**src/rtl/axis_downsize_pkg.sv**
```systemverilog
// -----------------------------------------------------------------------------
// axis_downsize_pkg
// Shared definitions for the transmit-side AXI4-Stream width reducer:
//   - holding-register state encoding (legacy-compatible constants + enum)
//   - segment count / index width helpers
//   - width legality check used by the top at elaboration
// No ports; imported by axis_downsize_tx and axis_seg_select.
// -----------------------------------------------------------------------------
package axis_downsize_pkg;

  localparam logic [0:0] ST_EMPTY = 1'b0;
  localparam logic [0:0] ST_SEND  = 1'b1;

  typedef enum logic [0:0] {
    EMPTY = ST_EMPTY,
    SEND  = ST_SEND
  } state_e;

  // Number of narrow segments carried by one wide beat.
  function automatic int seg_count(input int s, input int m);
    return s / m;
  endfunction

  // Width of the segment index; a single-segment build still needs one bit.
  function automatic int idx_width(input int seg);
    return (seg > 1) ? $clog2(seg) : 1;
  endfunction

  // Wide width must split into whole narrow beats made of whole bytes.
  function automatic bit widths_ok(input int s, input int m);
    return (m > 0) && (s >= m) && ((s % m) == 0) && ((m % 8) == 0);
  endfunction

endpackage

```
**src/rtl/axis_seg_select.sv**
```systemverilog
// -----------------------------------------------------------------------------
// axis_seg_select
// Combinational segment finder over a wide keep vector.
//   keep      : wide byte enables, SEG groups of M_KEEP_WIDTH bits
//   idx       : currently presented segment
//   next_idx  : lowest segment above idx with any keep bit set
//   has_next  : such a segment exists (idx is not the final segment)
//   first_idx : lowest segment with any keep bit set, 0 when keep is all zero
// -----------------------------------------------------------------------------
module axis_seg_select
  import axis_downsize_pkg::*;
#(
  parameter int SEG          = 4,
  parameter int M_KEEP_WIDTH = 2,
  parameter int IDX_W        = 2
) (
  input  logic [SEG*M_KEEP_WIDTH-1:0] keep,
  input  logic [IDX_W-1:0]            idx,
  output logic [IDX_W-1:0]            next_idx,
  output logic                        has_next,
  output logic [IDX_W-1:0]            first_idx
);

  logic [SEG-1:0] seg_nz;

  always_comb begin
    seg_nz = '0;
    for (int k = 0; k < SEG; k++) begin
      seg_nz[k] = |keep[k*M_KEEP_WIDTH +: M_KEEP_WIDTH];
    end
  end

  // Scan from the top down so the last hit is the lowest qualifying segment;
  // this skips any run of empty segments in a single step.
  always_comb begin
    first_idx = '0;
    next_idx  = '0;
    has_next  = 1'b0;
    for (int k = SEG - 1; k >= 0; k--) begin
      if (seg_nz[k]) begin
        first_idx = IDX_W'(k);
      end
      if (seg_nz[k] && (k > int'(idx))) begin
        next_idx = IDX_W'(k);
        has_next = 1'b1;
      end
    end
  end

endmodule

```
**src/rtl/axis_downsize_tx.sv**
```systemverilog
// -----------------------------------------------------------------------------
// axis_downsize_tx
// Transmit-side AXI4-Stream width reducer. One wide beat is held and emitted
// as narrow beats, lowest segment first; segments with an all-zero keep slice
// are skipped. tlast/tuser ride only on the final emitted segment. A wide beat
// whose keep is entirely zero still produces one narrow beat (segment 0,
// keep 0) so its tlast/tuser are not lost.
//
// Ports
//   clk, rst                 : clock, synchronous active-high reset
//   s_axis_t{data,keep,valid,last,user}, s_axis_tready : wide slave side
//   m_axis_t{data,keep,valid,last,user}, m_axis_tready : narrow master side
//   busy                     : holding register occupied
// -----------------------------------------------------------------------------
module axis_downsize_tx
  import axis_downsize_pkg::*;
#(
  parameter int S_DATA_WIDTH = 64,
  parameter int S_KEEP_WIDTH = S_DATA_WIDTH / 8,
  parameter int M_DATA_WIDTH = 16,
  parameter int M_KEEP_WIDTH = M_DATA_WIDTH / 8,
  parameter int USER_WIDTH   = 1
) (
  input  logic                    clk,
  input  logic                    rst,

  input  logic [S_DATA_WIDTH-1:0] s_axis_tdata,
  input  logic [S_KEEP_WIDTH-1:0] s_axis_tkeep,
  input  logic                    s_axis_tvalid,
  output logic                    s_axis_tready,
  input  logic                    s_axis_tlast,
  input  logic [USER_WIDTH-1:0]   s_axis_tuser,

  output logic [M_DATA_WIDTH-1:0] m_axis_tdata,
  output logic [M_KEEP_WIDTH-1:0] m_axis_tkeep,
  output logic                    m_axis_tvalid,
  input  logic                    m_axis_tready,
  output logic                    m_axis_tlast,
  output logic [USER_WIDTH-1:0]   m_axis_tuser,

  output logic                    busy
);

  localparam int SEG   = seg_count(S_DATA_WIDTH, M_DATA_WIDTH);
  localparam int IDX_W = idx_width(SEG);

  if (!widths_ok(S_DATA_WIDTH, M_DATA_WIDTH) ||
      (S_KEEP_WIDTH != SEG * M_KEEP_WIDTH)) begin : g_bad_widths
    $error("axis_downsize_tx: S_DATA_WIDTH must be a multiple of M_DATA_WIDTH, M_DATA_WIDTH a multiple of 8");
  end

  state_e                  state;
  logic [IDX_W-1:0]        idx;

  logic [S_DATA_WIDTH-1:0] data_p0;
  logic [S_KEEP_WIDTH-1:0] keep_p0;
  logic                    last_p0;
  logic [USER_WIDTH-1:0]   user_p0;

  logic [IDX_W-1:0]        next_idx;
  logic                    has_next;
  logic [IDX_W-1:0]        in_first_idx;
  logic [IDX_W-1:0]        cur_first_unused;
  logic [IDX_W-1:0]        in_next_unused;
  logic                    in_has_next_unused;

  logic                    final_seg;
  logic                    accept;
  logic                    advance;

  // Successor search over the held beat.
  axis_seg_select #(
    .SEG          (SEG),
    .M_KEEP_WIDTH (M_KEEP_WIDTH),
    .IDX_W        (IDX_W)
  ) u_cur_sel (
    .keep      (keep_p0),
    .idx       (idx),
    .next_idx  (next_idx),
    .has_next  (has_next),
    .first_idx (cur_first_unused)
  );

  // Starting segment of the incoming beat, so the first narrow beat after an
  // accept already points at a populated segment.
  axis_seg_select #(
    .SEG          (SEG),
    .M_KEEP_WIDTH (M_KEEP_WIDTH),
    .IDX_W        (IDX_W)
  ) u_in_sel (
    .keep      (s_axis_tkeep),
    .idx       ({IDX_W{1'b0}}),
    .next_idx  (in_next_unused),
    .has_next  (in_has_next_unused),
    .first_idx (in_first_idx)
  );

  assign busy      = (state == SEND);
  assign final_seg = busy && !has_next;
  assign advance   = busy && m_axis_tready;

  // Ready depends only on state, the final-segment flag and downstream ready;
  // the final segment leaving frees the holder in the same cycle.
  assign s_axis_tready = !rst && ((state == EMPTY) || (final_seg && m_axis_tready));
  assign accept        = s_axis_tvalid && s_axis_tready;

  // ---- stage p0: holding register (control) ----
  always_ff @(posedge clk) begin
    if (rst) begin
      state <= EMPTY;
      idx   <= '0;
    end else begin
      case (state)
        EMPTY: begin
          if (accept) begin
            state <= SEND;
            idx   <= in_first_idx;
          end
        end
        SEND: begin
          if (advance) begin
            if (has_next) begin
              idx <= next_idx;
            end else if (accept) begin
              idx <= in_first_idx;
            end else begin
              state <= EMPTY;
              idx   <= '0;
            end
          end
        end
        default: begin
          state <= EMPTY;
          idx   <= '0;
        end
      endcase
    end
  end

  // ---- stage p0: holding register (data) ----
  always_ff @(posedge clk) begin
    if (accept) begin
      data_p0 <= s_axis_tdata;
      keep_p0 <= s_axis_tkeep;
      last_p0 <= s_axis_tlast;
      user_p0 <= s_axis_tuser;
    end
  end

  // ---- stage p0 -> master outputs ----
  // Outputs are selected straight from registers, so they cannot change while
  // a beat is stalled. Gating with busy keeps them at zero when nothing is
  // held, including right after reset when the data holder is undefined.
  always_comb begin
    m_axis_tvalid = busy;
    m_axis_tdata  = '0;
    m_axis_tkeep  = '0;
    m_axis_tlast  = 1'b0;
    m_axis_tuser  = '0;
    if (busy) begin
      m_axis_tdata = data_p0[int'(idx)*M_DATA_WIDTH +: M_DATA_WIDTH];
      m_axis_tkeep = keep_p0[int'(idx)*M_KEEP_WIDTH +: M_KEEP_WIDTH];
      if (final_seg) begin
        m_axis_tlast = last_p0;
        m_axis_tuser = user_p0;
      end
    end
  end

endmodule

```
**config.mk**
```make
export PLATFORM = sky130hd
export DESIGN_NAME = axis_downsize_tx
export DESIGN_NICKNAME = d
export VERILOG_FILES = /design/src/rtl/axis_downsize_pkg.sv /design/src/rtl/axis_seg_select.sv /design/src/rtl/axis_downsize_tx.sv
export SDC_FILE = /design/constraint.sdc
export NUM_CORES = 1
export LEC_CHECK = 0
export ABC_AREA = 1
export CORE_UTILIZATION = 35
export CTS_CLUSTER_SIZE = 28
export DETAILED_ROUTE_END_ITERATION = 8
export GPL_ROUTABILITY_DRIVEN = 0
export GPL_TIMING_DRIVEN = 1
export MAX_ROUTING_LAYER = met4
export SLEW_MARGIN = 20
export SYNTH_ARGS = -nofsm -noshare
export SYNTH_HDL_FRONTEND = slang
export SYNTH_SLANG_ARGS = --single-unit
```
**constraint.sdc**
```tcl
create_clock -name clk -period 14.2 [get_ports clk]
set_clock_uncertainty 0.05 [all_clocks]
set_input_delay 3.55 -clock clk [delete_from_list [all_inputs] [get_ports clk]]
set_output_delay 3.55 -clock clk [all_outputs]
set_load 0.1 [all_outputs]
```
### After elaboration in Yosys (flattened, before gate mapping)

Cells that the tools add are included.

| storage, ports and cells | value |
|---|---|
| flip-flop bits (word level) | 77 |
| bits in latches | 0 |
| memory bits (writable) | 0 |
| bits in read-only memories | 0 |
| input port bits | 78 |
| output and inout bits | 23 |
| logic and storage cells | 58 |
| memories kept | 0 |

| operators by class | value |
|---|---|
| $add $sub $neg | 0 |
| multipliers | 0 |
| divide/modulo/power cells | 0 |
| order comparisons | 3 |
| equality and inequality tests | 2 |
| shift operators | 2 |
| mux-type cells | 25 |
| bitwise operators | 1 |
| reduce and logical (&&, ||, !) cells | 19 |

Operators by type and width:

| operator | count |
|---|---|
| $shiftx 64x7->16 | 1 |
| $mux 2 | 12 |
| $mux 16 | 1 |
| $reduce_or 2->1 | 7 |
| $mux 1 | 10 |
| $logic_and 1x1->1 | 8 |
| $shiftx 8x4->2 | 1 |
| $gt 2x2->1 const A | 2 |
| $pmux 2 s2 | 1 |
| $gt 1x2->1 const A | 1 |
| $logic_not 1->1 | 2 |
| $ne 2x1->1 const B | 1 |
| $ne 2x2->1 const B | 1 |
| $pmux 1 s2 | 1 |
| $reduce_and 2->1 | 1 |
| $logic_or 1x1->1 | 1 |
| $not 1->1 | 1 |

### Logic depth before layout (Yosys ltp)

Gate-level depths: netlist (run 1).

| logic depth | value |
|---|---|
| depth in word-level cells | 15 |
| gate-level depth with buffers | 9 |
| depth with buffers taken out | 9 |

### By module

From an unflattened synthesis (run 1), not the netlist that was laid out.

| unflattened totals | value |
|---|---|
| cell total of the unflattened synthesis | 299 |
| area total of the unflattened synthesis | 3320.7 um2 |

By module, submodules not included:

| module | times used | cells an instance | area an instance (um2) | sequential area each (um2) |
|---|---|---|---|---|
| axis_downsize_tx | 1 | 249 | 3093.0 | 2282.2 |
| axis_seg_select | 2 | 25 | 113.9 | 0.0 |

### Least setup slack after synthesis (run 1)

OpenSTA, ideal clock, no wires.

| timing | value |
|---|---|
| kind | input -> register |
| start | in m_axis_tready |
| end | reg data_p0[0] (enable) |
| library setup time | 598 ps |
| arrival | 8828 ps |
| data required time | 13552 ps |
| slack | 4724 ps |
| cell stages on the path | 4 |
| cell sequence | inv_1 -> o21bai_4 -> inv_1 -> nor3_1 |

| between the ends | value |
|---|---|
| longest elaborated chain between the ends | 4 |

RTL lines:

| element | RTL line | text |
|---|---|---|
| start: declaration | axis_downsize_tx.sv:37 | `input logic m_axis_tready,` |
| $logic_and 1x1->1 | axis_downsize_tx.sv:104 | `assign s_axis_tready = !rst && ((state == EMPTY) \|\| (final_seg && m_axis_tready));` |
| $logic_or 1x1->1 | axis_downsize_tx.sv:104 |  |
| $logic_and 1x1->1 | axis_downsize_tx.sv:104 |  |
| $logic_and 1x1->1 | axis_downsize_tx.sv:105 | `assign accept = s_axis_tvalid && s_axis_tready;` |
| net accept | axis_downsize_tx.sv:68 | `logic accept;` |
| end signal: assignment | axis_downsize_tx.sv:143 | `data_p0 <= s_axis_tdata;` |
| end: declaration | axis_downsize_tx.sv:55 | `logic [S_DATA_WIDTH-1:0] data_p0;` |

The timed path passes the listed nets, and every way through them passes these cells.
A chain may end at the register's enable or synchronous reset.

### Worst setup path after layout (run 1)

| timing | value |
|---|---|
| start | in m_axis_tready |
| end | out s_axis_tready |

| between the ends | value |
|---|---|
| longest elaborated chain between the ends | 3 |

RTL lines:

| element | RTL line | text |
|---|---|---|
| $logic_and 1x1->1 | axis_downsize_tx.sv:104 |  |
| $logic_or 1x1->1 | axis_downsize_tx.sv:104 |  |
| $logic_and 1x1->1 | axis_downsize_tx.sv:104 |  |
| end: declaration | axis_downsize_tx.sv:30 | `output logic s_axis_tready,` |

Every way passes these cells.

==> results of run 1 <==
metrics by stage:
step | cells | total power [mW] | worst slack, ps | utilization (%) | area [sq um]
6_report | 483 | 0.528 | 4980 | 50.8 | 4430
5_1_grt | 483 | 0.551 | 4900 | 50.8 | 4430
4_1_cts | 483 | 0.535 | 4990 | 50.8 | 4430
3_5_place_dp | 467 | 0.374 | 5000 | 48.7 | 4240
3_3_place_gp | 467 | 0.373 | 5030 | 48.7 | 4240
2_1_floorplan | 272 | 0.335 | 4720 | - | 3160
worst paths after layout:
kind	endpoint	slack, ps	cells past startpoint
setup reg to reg	data_p0[14]$_DFFE_PP_	10960	7
setup / recovery	s_axis_tready	4980	6
hold / removal	idx[0]$_SDFFE_PP0P_	600	4
hold reg to reg	idx[0]$_SDFFE_PP0P_	600	4
power breakdown:
group	leakage [nW]	switching (mW)	internal [mW]	total (mW)
Clock	0.0987	0.0800	0.0802	0.160
Combinational	0.750	0.0644	0.0361	0.100
Sequential	0.710	0.00758	0.260	0.267
final cells by class:
type / instances / area [sq um]
fill: 797 / 4290
sequential: 77 / 2280
timing repair buffer: 101 / 1010
multi-input combinational: 166 / 759
tap: 108 / 135
clock buffer: 9 / 124
clock inverter: 7 / 66.3
inverter: 15 / 56.3
state kept, by name, indices dropped and copies added (netlist names):
| register | cells |
|---|---|
| data_p0 | 64 |
| keep_p0 | 8 |
| idx | 2 |
| busy | 1 |
| last_p0 | 1 |
| user_p0 | 1 |
cells in the final DEF, fill, tap and decap left out:
| cell type | netlist | final |
|---|---|---|
| nor2_1 | 76 | 76 |
| a21oi_1 | 22 | 22 |
| clkinvlp_4 | 0 | 1 |
| clkbuf_8 | 0 | 9 |
| clkinv_4 | 0 | 1 |
| clkinv_2 | 0 | 4 |
| o22ai_1 | 1 | 1 |
| nand2_1 | 17 | 17 |
| bufinv_16 | 0 | 1 |
| o21ai_2 | 2 | 2 |
| buf_4 | 3 | 1 |
| nand3_2 | 1 | 1 |
| o21bai_4 | 1 | 1 |
| a21boi_0 | 1 | 1 |
| clkdlybuf4s50_1 | 0 | 100 |
| nand4_1 | 2 | 2 |
| inv_2 | 2 | 2 |
| inv_1 | 13 | 13 |
| nor3_2 | 0 | 1 |
| a21oi_2 | 2 | 2 |
| nand3_1 | 2 | 2 |
| dfxtp_1 | 3 | 2 |
| dfxtp_2 | 0 | 1 |
| o21ai_0 | 38 | 38 |
| edfxtp_1 | 74 | 74 |
routing by layer:
metal,vias to the layer above,GRT usage (%)
li1,1139,-
met1,1062,19.2
met2,83,27.7
met3,8,3.96
met4,0,6.66
met5,-,-
critical path, delay by kind of cell:
kind                   cells  cell delay (ps)
buffers and inverters      4             1800
AO/OA/AOI/OAI              1              180
AND/OR/NAND/NOR            1               80
cell families after synthesis:
family	share of synthesized area, %
flops	72.1
buf+inv	4.03
simple gates	12.2
compound gates	11.6
==> run summary, run 1 <==
CP startpoint - m_axis_tready
Seq cells post-synth - 77
share of layout cells above drive strength 1 - 7.20%
library cells used by synthesis - 21
status - finished, final reports clean
RSZ-0062 raised after global routing - no
Hold WS - 597 ps
cts bufs inserted - 9
P&R area growth vs syn - 40.1%
PwrDens - 119 nW/um^2
Overall Global Routing Usage - 16.6%
Setup TNS - 0 ps
Ports - 101
top post-synthesis cells by area - edfxtp_1 (70%), nor2_1 (9.0%), o21ai_0 (6.0%)
Async SR Flop Fraction - 0%
Starting Density - 36.3%
PortBufs - 100
yosys warns - 0
via count - 2292
hold path start - busy$_SDFF_PP0_
router iterations before antenna repair - 4
Fin. Hold Viols - 0
slowest CP cell - clkdlybuf4s50_1
highest metal used - met4
Post-synth EDFFs - 74
Synth top area share - 70.2%
met3 wire len - 431 um
initial antenna violation count - 0
crit path cell chain - clkdlybuf4s50_1 > inv_1 > o21bai_4 > inv_1 > nor2_1 > clkdlybuf4s50_1
final worst-path cycle share - 64.9%
worst path required time - 10600 ps
crit path DAT - 5620 ps
crit path kind - in -> out
area leader, netlist - edfxtp_1
CP peak stage delay - 1130 ps
most numerous cell in the Yosys netlist - nor2_1
number of global-route vias before repair - 2406
actual slew at the worst max-slew pin - 996 ps
DRT iter0 DRCs - 125
num rows - 34
post-detail-place hpwl - 4610 um
cell count after synthesis - 272
Slew Viols, Final - 0
antenna cells - 0
maximum VDD drop - 55.5 uV
H-tree Lvls - 3
post-CTS sizing - 0
most frequent cells after synthesis - nor2_1 (76), edfxtp_1 (74), o21ai_0 (38), a21oi_1 (22), nand2_1 (17)
synthesized area - 3160 sq um
Antenna Nets Post-Route - 0
routed wl met2 - 3630 um
CTS max path bufs - 2
Avg WL per Cell - 14.9 um
Crit Path Max Fanout - 4
Remaining DRCs - 0
fmax - 108 MHz
Hold WC Path Type - reg -> reg
hold buffers post-CTS - 0
Setup Viol. Count Final - 0
global-route congestion overflow total - 0
LEAKAGE - 1.56 nW
Mapped Avg Cell Area - 11.6 sq um
register area share after synthesis - 72.1%
clock latency at the later pin of the worst-skew pair - 340 ps
CTS tree - built
Die Ht - 97.1 um
die footprint - 9430 sq um
Worst-path clk slew - 80 ps
predominant post-synthesis flop cell - edfxtp_1
Post-CTS Setup Bufs - 0
crit end category - primary output
max-cap violation count - 0
Worst R2R Start - idx[1]$_SDFFE_PP0P_
core region area - 8720 sq um
nets - 448
Final min period - 9220 ps
largest net degree at the start of global routing - 75
Vias/cell - 4.75
Clock Tree Root - clkbuf_8
Post-Route WL - 7210 um
Slew HR - 33.4%
Post-Syn Nets - 350
Worst Setup Start Kind - input port
global-route wire length before repair - 11600 um
CTS sink count - 77
Die W - 97.1 um
Post-Route M1 WL - 3030 um
No activity file was read; power rests on OpenSTA's default activity.
==> run 2: changes to the inputs <==
- clock period: 14.2 -> 8.5 ns (I/O delays scaled with it)
==> run 2 against run 1 <==
  * Die area unchanged
  * Non-clock buffer count unchanged
  * Combinational power up 68%
  * Utilization up 0.29 points
  * Critical path depth unchanged
  * Clock-buffer cell count up 1
  * Flip-flop and latch count unchanged
  * Largest power group unchanged
==> run summary, run 2 (synthesis gave the netlist of run 1 again) <==
largest net degree at the start of global routing - 75
commonest non-fill, non-tap cells in the layout - clkdlybuf4s50_1 (100), nor2_1 (76), edfxtp_1 (74), o21ai_0 (38), a21oi_1 (22)
crit path DAT - 4180 ps
initial antenna violation count - 0
Die Ht - 97.1 um
clock latency at the later pin of the worst-skew pair - 340 ps
actual slew at the worst max-slew pin - 989 ps
Remaining DRCs - 0
via count - 2329
Crit Path Max Fanout - 4
number of global-route vias before repair - 2304
global-route congestion overflow total - 0
Reg with most FFs - data_p0
cts bufs inserted - 9
Clock Tree Root - clkbuf_8
hold buffers post-CTS - 0
Slew HR - 33.9%
router iterations before antenna repair - 5
Post-CTS Setup Bufs - 0
status - finished, final reports clean
CP startpoint - m_axis_tready
crit end category - primary output
post-detail-place hpwl - 4570 um
CTS tree - built
Gate power share - 18.4%
DRT iter0 DRCs - 83
CTS max path bufs - 2
Worst Setup Start Kind - input port
die footprint - 9430 sq um
Reg2Reg Depth - 7
Setup Viol. Count Final - 0
fin cells - 483
Setup TNS - 0 ps
fmax - 157 MHz
P&R area growth vs syn - 40.9%
Starting Density - 36.3%
max reg flops - 64
max-cap violation count - 0
Psw - 255 uW
Avg WL per Cell - 14.9 um
Int Pwr - 659 uW
placed cells - 467
Fin. Hold Viols - 0
Ports - 101
CTS sink count - 77
nets - 448
Worst R2R Start - idx[1]$_SDFFE_PP0P_
RSZ-0062 raised after global routing - no
switching share of power - 27.9%
LEAKAGE - 1.57 nW
H-tree Lvls - 3
Die W - 97.1 um
Post-Route WL - 7170 um
flop-to-flop setup slack - 5270 ps
antenna cells - 0
share of layout cells above drive strength 1 - 6.93%
PortBufs - 100
leading cell type in the layout, fill and taps excluded - clkdlybuf4s50_1
crit path kind - in -> out
clock network power share - 32.9%
Final min period - 6350 ps
worst path required time - 6330 ps
Antenna Nets Post-Route - 0
part of the power in registers - 48.8%
maximum VDD drop - 87.9 uV
core region area - 8720 sq um
global-route wire length before repair - 11200 um
Overall Global Routing Usage - 16.1%
Critical R2R Capture - data_p0[53]$_DFFE_PP_
Worst-path clk slew - 80 ps
crit path capture - s_axis_tready
PwrDens - 205 nW/um^2
post-CTS sizing - 0
Vias/cell - 4.82
Hold WC Path Type - reg -> reg
final worst-path cycle share - 74.7%
num rows - 34
biggest regs - data_p0 (64), keep_p0 (8), idx (2)
Slew Viols, Final - 0
==> run 2: cell count changes in the layout (fill, tap and decap cells not counted), sizes merged <==
cell,previous run,this run
bufinv,1,2
clkbuf,9,10
clkinv,5,4
clkinvlp,1,0
==> run 2: critical path: stages <==
cell             delay [ps]
clkdlybuf4s50_1         500
inv_1                    80
o21bai_4                170
inv_1                    80
nor2_1                   90
clkdlybuf4s50_1        1130
==> run 2: routing by layer <==
layer  track usage, %  share of wire (%)  up-vias
li1                 -                  -     1139
met1             18.3                 41     1080
met2             26.6                 49       98
met3             5.32                8.0       12
met4             5.97                1.5        0
met5                -                  0        -
==> run 2: how the worst min path moves through the flow <==
| stage | startpoint | to | cells after the start |
|---|---|---|---|
| final | busy$_SDFF_PP0_ | idx[0]$_SDFFE_PP0P_ | 4 |
| after global routing | busy$_SDFF_PP0_ | idx[0]$_SDFFE_PP0P_ | 4 |
| after global placement | busy$_SDFF_PP0_ | idx[0]$_SDFFE_PP0P_ | 4 |
| after detailed placement | busy$_SDFF_PP0_ | idx[0]$_SDFFE_PP0P_ | 4 |
| after CTS | busy$_SDFF_PP0_ | idx[0]$_SDFFE_PP0P_ | 4 |
| after floorplan | keep_p0[4]$_DFFE_PP_ | busy$_SDFF_PP0_ | 4 |
==> run 2: per-stage QoR <==
stage               setup slack [ps]  hold WS, ps  cell area (sq um)  power, mW  util [%]
finish                          2150          607               4460      0.915      51.1
global route                    2050          678               4460      0.956      51.1
CTS                             2140          611               4460      0.926      51.1
detailed placement              2140          589               4240      0.625      48.7
global placement                2180          578               4240      0.623      48.7
floorplan                        449          628               3160      0.560         -
==> run 2: cell type report <==
cell class / instances / area (sq um)
repair buffers: 101 / 1010
inverters: 15 / 56.3
clock buffers: 10 / 128
clock inverters: 6 / 87.6
well taps: 108 / 135
multi-input cells: 166 / 759
fillers: 804 / 4260
flip-flops and latches: 77 / 2280
==> run 2: power groups by stage <==
stage / clock network (mW) / registers [mW] / logic (mW)
2_1_floorplan: 0 / 0.450 / 0.110
3_3_place_gp: 0 / 0.455 / 0.168
3_5_place_dp: 0 / 0.455 / 0.169
4_1_cts: 0.309 / 0.447 / 0.170
5_1_grt: 0.328 / 0.449 / 0.179
6_report: 0.301 / 0.446 / 0.168
==> run 3: changes to the inputs <==
- PLACE_DENSITY: unset -> 0.66
- clock period: 8.5 -> 5.2 ns (I/O delays scaled with it)
==> run 3 against run 2 <==
  * Clock power is 50% higher
  * Worst setup slack worse by 820 ps
  * Final cell count is 0.41% higher
  * Sequential share of layout area is 0.55 points higher
  * Largest cell class unchanged
  * Power is 59% higher
  * Cell area is 1.1% lower
  * First-iteration DRC count is 100% higher
  * Flip-flop and latch count stayed put
  * Wire length is 4.2% lower
  * Die area stayed put
  * Critical endpoint unchanged
  * Highest routed layer unchanged
==> run summary, run 3 (synthesis gave the netlist of run 1 again) <==
Buf+Inv Stages, Crit Path - 4
nets - 450
placed cells - 469
Fin. Hold Viols - 0
LEAKAGE - 1.60 nW
Worst Hold Depth - 4
biggest regs - data_p0 (64), keep_p0 (8), idx (2)
Post-CTS Setup Bufs - 0
share of layout cells above drive strength 1 - 12.7%
Die W - 97.1 um
global-route wire length before repair - 11200 um
H-tree Lvls - 3
Gate power share - 19.1%
clock network power share - 31.1%
clock latency at the later pin of the worst-skew pair - 340 ps
PwrDens - 330 nW/um^2
commonest non-fill, non-tap cells in the layout - clkdlybuf4s50_1 (79), nor2_1 (76), edfxtp_1 (74), o21ai_0 (38), buf_4 (24)
fmax - 258 MHz
DRT iter0 DRCs - 170
P&R area growth vs syn - 39.3%
GR peak layer - met2
Design Power - 1.45 mW
Hold WC Path Type - reg -> reg
fin cells - 485
Ports - 101
M1 GR Usage - 18.9%
status - finished, final reports clean
antenna cells - 0
Avg WL per Cell - 14.2 um
PortBufs - 100
maximum VDD drop - 176 uV
fin util - 50.5%
die footprint - 9430 sq um
hold buffers post-CTS - 0
Slew HR - 35.7%
CP top delay family - buffers and inverters
initial antenna violation count - 0
Slew Viols, Final - 0
grt met3 use - 4.10%
area post-placement - 4210 sq um
Post-Route WL - 6880 um
RSZ-0062 raised after global routing - no
Antenna Nets Post-Route - 0
Worst-path clk slew - 80 ps
via count - 2298
switching share of power - 29.1%
max reg flops - 64
Overall Global Routing Usage - 16.0%
Remaining DRCs - 0
slowest CP cell - clkdlybuf4s50_1
num rows - 34
post-CTS sizing - 0
final instance area - 4410 sq um
global-route congestion overflow total - 0
Psw - 423 uW
CTS sink count - 77
Vias/cell - 4.74
max-cap violation count - 0
logic depth of the worst path, buffers included - 6
Die Ht - 97.1 um
number of global-route vias before repair - 2406
Setup Viol. Count Final - 0
CP peak stage delay - 500 ps
Clock Tree Root - clkbuf_8
crit path DAT - 2530 ps
Final min period - 3880 ps
Reg with most FFs - data_p0
crit path cell chain - clkdlybuf4s50_1 > inv_1 > o21bai_4 > inv_1 > nor2_1 > buf_4
leading cell type in the layout, fill and taps excluded - clkdlybuf4s50_1
post-detail-place hpwl - 4580 um
actual slew at the worst max-slew pin - 962 ps
GRT met2 Usage - 26.3%
Reg2Reg Depth - 8
crit-path most repeated cell - inv_1
CTS max path bufs - 2
CTS tree - built
largest net degree at the start of global routing - 75
Worst R2R Start - idx[1]$_SDFFE_PP0P_
Worst Setup Start Kind - input port
final worst-path cycle share - 74.5%
cts bufs inserted - 9
Starting Density - 36.3%
crit end category - primary output
Setup TNS - 0 ps
Crit Path Max Fanout - 4
router iterations before antenna repair - 4
worst path required time - 3850 ps
Int Pwr - 1.03 mW
CP startpoint - m_axis_tready
part of the power in registers - 49.8%
crit path kind - in -> out
core region area - 8720 sq um
hold path start - busy$_SDFF_PP0_
-- run 3: cell count changes in the layout (fill, tap and decap cells not counted), sizes merged --
cell | before | now
buf | 1 | 24
bufinv | 2 | 1
clkdlybuf4s50 | 100 | 79
clkinv | 4 | 0
clkinvlp | 0 | 3
inv | 15 | 17
-- run 3: cell type report --
type                    count  area (sq um)
clock buffers              10           128
clock inverters             6          70.1
fillers                   790          4310
inverters                  15          56.3
multi-input cells         166           766
flip-flops and latches     77          2280
well taps                 108           135
repair buffers            103           971
-- run 3: metrics by stage --
stage               hold slack [ps]  setup slack, ps
floorplan                       628              257
global placement                580             1340
detailed placement              582             1320
CTS                             599             1320
global route                    621             1220
finish                          596             1320
-- run 3: worst min-delay path: cells and delay by family, from the launching register on --
family | cells | cell delay [ps]
DFF | 1 | 370
AOI/OAI and AO/OA | 1 | 50
and+or+nand+nor | 3 | 180
-- run 3: path summary, 6_finish.rpt --
kind / slack (ps) / to
max: 1320 / s_axis_tready
min: 600 / idx[0]$_SDFFE_PP0P_
max reg2reg: 2220 / data_p0[9]$_DFFE_PP_
min reg2reg: 600 / idx[0]$_SDFFE_PP0P_
-- run 3: power groups by stage --
stage / Sequential (mW) / Clock (mW) / Combinational (mW)
5_1_grt: 0.726 / 0.490 / 0.297
2_1_floorplan: 0.734 / 0 / 0.179
3_5_place_dp: 0.737 / 0 / 0.280
4_1_cts: 0.723 / 0.464 / 0.281
6_report: 0.723 / 0.452 / 0.277
3_3_place_gp: 0.736 / 0 / 0.278
-- run 3: layer usage --
layer | part of all wire (%) | vias to the layer above
li1 | - | 1142
met1 | 43 | 1066
met2 | 49 | 81
met3 | 6.0 | 9
met4 | 1.4 | 0
met5 | 0 | -
